--- config.mk ---
export PLATFORM = sky130hd
export DESIGN_NAME = input_debouncer
export DESIGN_NICKNAME = d
export VERILOG_FILES = /design/src/rtl/debounce_pkg.sv /design/src/rtl/sync_2ff.sv /design/src/rtl/input_debouncer.sv
export SDC_FILE = /design/constraint.sdc
export NUM_CORES = 1
export LEC_CHECK = 0
export ABC_AREA = 1
export CORE_AREA = 2 2 39 41
export CTS_CLUSTER_DIAMETER = 120
export DETAILED_ROUTE_END_ITERATION = 10
export DIE_AREA = 0 0 41 43
export PLACE_DENSITY_LB_ADDON = 0.3
export SYNTH_ARGS = -nofsm -noshare
export SYNTH_HDL_FRONTEND = slang
export SYNTH_SLANG_ARGS = --single-unit
--- constraint.sdc ---
create_clock -name clk -period 2.3 [get_ports clk]
set_input_delay 0.345 -clock clk [delete_from_list [all_inputs] [get_ports clk]]
set_output_delay 0.345 -clock clk [all_outputs]
set_load 0.005 [all_outputs]
--- src/rtl/debounce_pkg.sv ---
// Shared types and helpers for the input debouncer.
// State encoding for the stability FSM plus the counter width calculation.
package debounce_pkg;

    typedef enum logic [1:0] {
        STABLE_LO = 2'b00,
        WAIT_HI   = 2'b01,
        STABLE_HI = 2'b10,
        WAIT_LO   = 2'b11
    } db_state_e;

    function automatic int cnt_width(input int stable_cycles);
        return $clog2(stable_cycles + 1);
    endfunction

endpackage

--- src/rtl/sync_2ff.sv ---
// Two-flop level synchronizer with a parameterized reset value.
module sync_2ff #(
    parameter logic RST_VAL = 1'b0
) (
    input  logic clk,
    input  logic rst,
    input  logic d_i,
    output logic q_o
);

    logic meta_q, meta_d;
    logic sync_q, sync_d;

    always_comb begin
        meta_d = d_i;
        sync_d = meta_q;
    end

    always_ff @(posedge clk) begin
        if (rst) begin
            meta_q <= RST_VAL;
            sync_q <= RST_VAL;
        end else begin
            meta_q <= meta_d;
            sync_q <= sync_d;
        end
    end

    assign q_o = sync_q;

endmodule

--- src/rtl/input_debouncer.sv ---
// Debounces a raw level input into a clean synchronous level.
// Define INPUT_DEBOUNCER_SYNC_EN to insert a two-flop synchronizer ahead of the FSM.
module input_debouncer
    import debounce_pkg::*;
#(
    parameter int   STABLE_CYCLES = 16,
    parameter logic RST_VAL       = 1'b0
) (
    input  logic clk,
    input  logic rst,
    input  logic d_i,
    output logic d_o,
    output logic busy_o,
    output logic glitch_o
);

    localparam int             CW        = cnt_width(STABLE_CYCLES);
    localparam logic [CW-1:0]  CNT_MAX   = CW'(STABLE_CYCLES);
    localparam logic [CW-1:0]  CNT_ONE   = CW'(1);
    localparam db_state_e      RST_STATE = RST_VAL ? STABLE_HI : STABLE_LO;

    generate
        if (STABLE_CYCLES < 2) begin : g_bad_param
            $error("input_debouncer: STABLE_CYCLES must be >= 2");
        end
    endgenerate

    logic s;

`ifdef INPUT_DEBOUNCER_SYNC_EN
    sync_2ff #(.RST_VAL(RST_VAL)) u_sync (
        .clk (clk),
        .rst (rst),
        .d_i (d_i),
        .q_o (s)
    );
`else
    assign s = d_i;
`endif

    db_state_e     state_q, state_d;
    logic [CW-1:0] cnt_q, cnt_d;
    logic          d_o_q, d_o_d;
    logic          busy_q, busy_d;
    logic          glitch_q, glitch_d;

    always_ff @(posedge clk) begin
        if (rst) begin
            state_q  <= RST_STATE;
            cnt_q    <= '0;
            d_o_q    <= RST_VAL;
            busy_q   <= 1'b0;
            glitch_q <= 1'b0;
        end else begin
            state_q  <= state_d;
            cnt_q    <= cnt_d;
            d_o_q    <= d_o_d;
            busy_q   <= busy_d;
            glitch_q <= glitch_d;
        end
    end

    always_comb begin
        state_d  = state_q;
        cnt_d    = cnt_q;
        d_o_d    = d_o_q;
        glitch_d = 1'b0;
        case (state_q)
            STABLE_LO: begin
                if (s) begin
                    state_d = WAIT_HI;
                    cnt_d   = CNT_ONE;
                end else begin
                    cnt_d   = '0;
                end
            end
            WAIT_HI: begin
                if (!s) begin
                    state_d  = STABLE_LO;
                    cnt_d    = '0;
                    glitch_d = 1'b1;
                end else if (cnt_q == CNT_MAX) begin
                    state_d = STABLE_HI;
                    d_o_d   = 1'b1;
                    cnt_d   = '0;
                end else begin
                    cnt_d   = cnt_q + CNT_ONE;
                end
            end
            STABLE_HI: begin
                if (!s) begin
                    state_d = WAIT_LO;
                    cnt_d   = CNT_ONE;
                end else begin
                    cnt_d   = '0;
                end
            end
            WAIT_LO: begin
                if (s) begin
                    state_d  = STABLE_HI;
                    cnt_d    = '0;
                    glitch_d = 1'b1;
                end else if (cnt_q == CNT_MAX) begin
                    state_d = STABLE_LO;
                    d_o_d   = 1'b0;
                    cnt_d   = '0;
                end else begin
                    cnt_d   = cnt_q + CNT_ONE;
                end
            end
            // Unreachable encodings fall back to the stable state matching the output.
            default: begin
                state_d = d_o_q ? STABLE_HI : STABLE_LO;
                cnt_d   = '0;
            end
        endcase
        busy_d = (state_d == WAIT_HI) || (state_d == WAIT_LO);
    end

    assign d_o      = d_o_q;
    assign busy_o   = busy_q;
    assign glitch_o = glitch_q;

endmodule

# Word-level counts from Yosys, hierarchy flattened

Index checks and enable logic that the tools add are counted.
W data, S select, Z words.

Register bits: 10
Input bits: 3
Output and inout bits: 3
Logic and storage cells: 41

Add/sub/neg operators: 1
Eq/ne operators: 10
Mux-type cells: 21
Reductions and logical operators: 4

Operators with widths:

| kind                  | count |
|---|---|
| $pmux W5 S4           | 1 |
| $mux W5               | 3 |
| $mux W2               | 6 |
| $mux W1               | 8 |
| $ne A2 B2 Y1 const B  | 4 |
| $pmux W2 S4           | 1 |
| $eq A2 B2 Y1 const B  | 3 |
| $add A5 B1 Y5 const B | 1 |
| $eq A5 B5 Y1 const B  | 1 |
| $reduce_and A5 Y1     | 1 |
| $eq A2 B1 Y1 const B  | 2 |
| $pmux W1 S2           | 2 |
| $logic_not A2 Y1      | 1 |
| $reduce_bool A2 Y1    | 1 |
| $logic_or A1 B1 Y1    | 1 |

# Depth between registers and ports, before layout

Depth in word-level cells: 6
Mapped depth: 7
Gate-level depth less buffers: 7

# Worst setup path before layout

Ideal clock, no wire load.

Kind: reg-to-reg
Start point: register cnt_q[0]
End point: register cnt_q[0]
Library setup time: 0.123 ns
Arrival time: 0.916 ns
Required time: 2.177 ns
Setup slack: 1.262 ns
Cell stages (with the launch flop): 8
Path buffers: 0
Clock period less this slack: 1.038 ns
Cell sequence: dfxtp_1 inv_1 ha_1 nand2_1 nor2_2 nand2_1 nand3_1 a21oi_1

Word-level cells in the longest chain between the ends: 4
Elaborated cells between the ends (all ways): 6
Classes of those cells: 1 x add/sub; 1 x eq/ne; 4 x mux

RTL lines:

| item                                                 | line                                          | RTL |
|---|---|---|
| from (decl)                                          | input_debouncer.sv:42                         | `logic [CW-1:0] cnt_q, cnt_d;` |
| from (signal assigned)                               | input_debouncer.sv:56                         | `cnt_q <= cnt_d;` |
| $add A5 B1 Y5 / $eq A5 B5 Y1 (equally long branches) | --                                            |  |
| $mux W5 *                                            | input_debouncer.sv:82, input_debouncer.sv:103 |  |
| $mux W5, on equally long branches                    | input_debouncer.sv:99, input_debouncer.sv:78  |  |
| $pmux W5 S4 *                                        | input_debouncer.sv:68                         | `case (state_q)` |

Mark *: on every way between the ends. The rest lies on a longest branch, timed or not.
A chain may end at the register's enable or synchronous reset.

# Worst setup path in the final report

Start point: register d_o_q, in the netlist d_o
End point: output port d_o

RTL lines:

| item                   | line                  | RTL |
|---|---|---|
| from (decl)            | input_debouncer.sv:43 | `logic d_o_q, d_o_d;` |
| from (signal assigned) | input_debouncer.sv:57 | `d_o_q <= d_o_d;` |
| to (decl)              | input_debouncer.sv:12 | `output logic d_o,` |

No word-level cell between the ends.

==> metrics.md <==
| Metric | Value |
|---|---|
| Status | `finished, final reports clean` |
| I/O pin count | `6` |
| Clock Skews | `0.00194 ns` |
| Multi-input combinational cell area | `186 µm²` |
| GRT Total Usage | `0.101` |
| Hold Path Class | `flip-flop to flip-flop` |
| R2r setup slk | `about 1.1 ns` |
| Post-DP HPWL | `543 µm` |
| Net Sw Power | `72.1 µW` |
| Worst-margin pin slew | `0.240 ns` |
| Syn Std Cell Area | `roughly 430 µm²` |
| 1st-pass router iterations | `2` |
| Worst Path Max Fanout | `2` |
| Clock Sink Count | `10` |
| Overall routed net length | `658 µm` |
| Via density per instance | `4.13` |
| Mean area per synthesized cell | `8.14 µm²` |
| Drt wl/cell | `~8.4 µm` |
| Largest net degree at the start of global routing | `7` |
| Setup crit start kind | `flip-flop` |
| Final RePlAce weighted congestion | `0.665` |
| Int Power | `approximately 280 µW` |
| Synth area leaders | `dfxtp_1, inv_1, nand2_1, nor2_1, ha_1` |
| Register area | `200 µm²` |
| Post-synth cell types | `16` |
| Final Cycle Share | `0.619` |
| Die X-Extent | `between 40 and 50 µm` |
| CP peak stage delay | `just under 0.5 ns` |
| Yosys warns | `0` |
| CTS clk-pin slew, worst paths | `0.07 ns` |
| PortBufs | `5` |
| Grt total ovfl | `0` |
| Final setup TNS | `0 ns` |
| CTS resizes | `0` |
| Post-route DRC | `0` |
| Peak Freq | `703 MHz` |
| First-pass GRT wire length | `between 1 and 1.5 mm` |
| CTS buffer count | `3` |
| Post-CTS Setup Inserts | `0` |
| Rows | `14` |
| Crit path required time | `1.96 ns` |
| H-tree depth | `1` |
| Post-synthesis cell count | `53` |
| Register area share after synthesis | `0.464` |
| Worst endpoint data arrival time | `about 1.1 ns` |
| Area Overhead vs Synth | `24.6%` |
| Top delay family on crit path | `buffers and inverters` |
| Mapped Nets | `58` |
| Unrepaired setup endpoints after global routing | `no` |
| PnR worst setup slack | `0.877 ns` |
| Die height | `about 43 µm` |
| ANT cells | `0` |
| Buf+Inv Stages, Crit Path | `1` |
| Crit Path Class | `flip-flop to primary output` |
| Vias post-DR | `322` |
| CTS Buffer Depth | `2` |
| Number of global-route vias before repair | `about 270` |
| Pre-CTS setup slack | `between 0.8 and 0.9 ns` |
| Yosys top cell by area | `dfxtp_1` |
| Full die area | `1760 µm²` |
| Fillers | `about 150` |
| Crit path time final | `1.42 ns` |
| CTS Hold Bufs | `0` |
| Core ar. | `1380 µm²` |
| Layout cells sized above 1 | `0.129` |
| ANT nets after route | `0` |
| Peak supply drop | `0.000261 V` |
| DRT iter0 DRCs | `5` |
| Clk pwr share | `0.442` |
| Final hold violations | `0` |
| PwrDens | `between 600 and 700 nW/µm²` |
| Initial antenna violation count | `0` |
| Leak | `~0.00023 µW` |
| Worst Setup End Kind | `primary output` |
| Comb pwr share | `0.050` |
| Crit path max-delay cell type | `clkdlybuf4s50_1` |
| Max Transition Viols Final | `0` |
| Sequential share of power | `0.508` |
| Yosys top cell area share | `0.464` |
| Final count of negative-setup-slack endpoints | `0` |
| Root buffer cell | `clkbuf_4` |
| Rel. slew slack | `0.839` |
| Starting Density | `0.312` |
| NumNets Final | `between 60 and 70` |
| Synthesized flop and latch total | `10` |
| Worst skew pair latency | `approximately 0.26 ns` |
| Clock tree from TritonCTS | `done` |
| Sw Ratio | `0.204` |
| Total of max-cap violations | `0` |
| CP Cell Sequence | `clkdlybuf4s50_1` |
## power by group through the flow
stage          registers (µW)  clock network (µW)  logic [µW]
2_1_floorplan             183                   0        8.30
3_3_place_gp              184                   0        17.6
3_5_place_dp              184                   0        18.0
4_1_cts                   180                 160        18.2
5_1_grt                   180                 166        20.7
6_report                  180                 156        17.8
## worst register-to-register path, stage by stage (launching register included)
cell     delay [ns]
dfxtp_1        0.34
inv_1          0.07
ha_1           0.15
nand2_1        0.06
nor2_2         0.19
nand2_1        0.10
nand3_1        0.12
a21oi_1        0.05
## per-layer routing
metal | vias up | routed length (µm) | track usage
met5 | - | 0 | 0
met4 | 0 | 11 | 0.0600
met3 | 2 | 28 | 0.0576
met2 | 4 | 290 | 0.116
met1 | 136 | 327 | 0.141
li1 | 180 | - | -
## stage by stage
step	util	area, µm²	power [µW]	cells	hold slack (ns)
6_report	0.389	538	354	78	0.465
2_1_floorplan	-	432	192	53	0.414
5_1_grt	0.389	538	366	78	0.501
3_5_place_dp	0.363	502	202	74	0.460
3_3_place_gp	0.363	502	201	74	0.453
4_1_cts	0.389	538	358	78	0.471
## cells in the mapped netlist (all sizes together)
library cell  number
o21ai              1
dfxtp             10
nand2              7
ha                 2
inv               12
nand4              1
xor2               2
nand3b             1
a21oi              3
nand3              4
xnor2              1
nor3               1
nor2               8
## path summary, 6_finish.rpt
check	startpoint	to	cells past startpoint
worst max-delay path	d_o	d_o	1
worst min-delay path	d_o	d_o	2
worst max register to register	cnt_q[0]	cnt_q[0]	7
worst min register to register	d_o	d_o	2
## cell type report
type	count	share of cell area
clock buffer	4	0.0674
inverter	12	0.0837
multi-input combinational	31	0.347
sequential	10	0.372
tap	16	0.0372
timing repair buffer	5	0.0930
## logic make-up (layout without fill, tap and decap cells)
group / count (synthesis) / count (layout) / synth area share
adders and majority gates: 2 / 2 / 0.0580
DFF: 10 / 10 / 0.464
and+or+nand+nor: 22 / 22 / 0.241
AOI/OAI and AO/OA: 4 / 4 / 0.0725
xor gates and xnor gates: 3 / 3 / 0.0609
buffers and inverters: 12 / 21 / 0.104
## sequential cells by signal, indices dropped and copies added (netlist names)
name      flops
cnt_q         5
glitch_o      1
busy_o        1
d_o           1
state_q       2
## cells in the final DEF, fill, tap and decap left out
master	netlist	layout
a21oi_4	1	1
nor2_1	7	7
inv_1	11	11
a21oi_1	2	2
nor2_2	1	1
nor3_1	1	1
nand4_2	1	1
inv_2	1	1
nand2_1	7	7
clkdlybuf4s50_1	0	5
xnor2_1	1	1
o21ai_0	1	1
ha_1	2	2
nand3b_1	1	1
nand3_1	4	4
clkbuf_8	0	1
dfxtp_1	10	10
xor2_1	2	2
clkbuf_4	0	3
No activity file was read; power rests on OpenSTA's default activity.
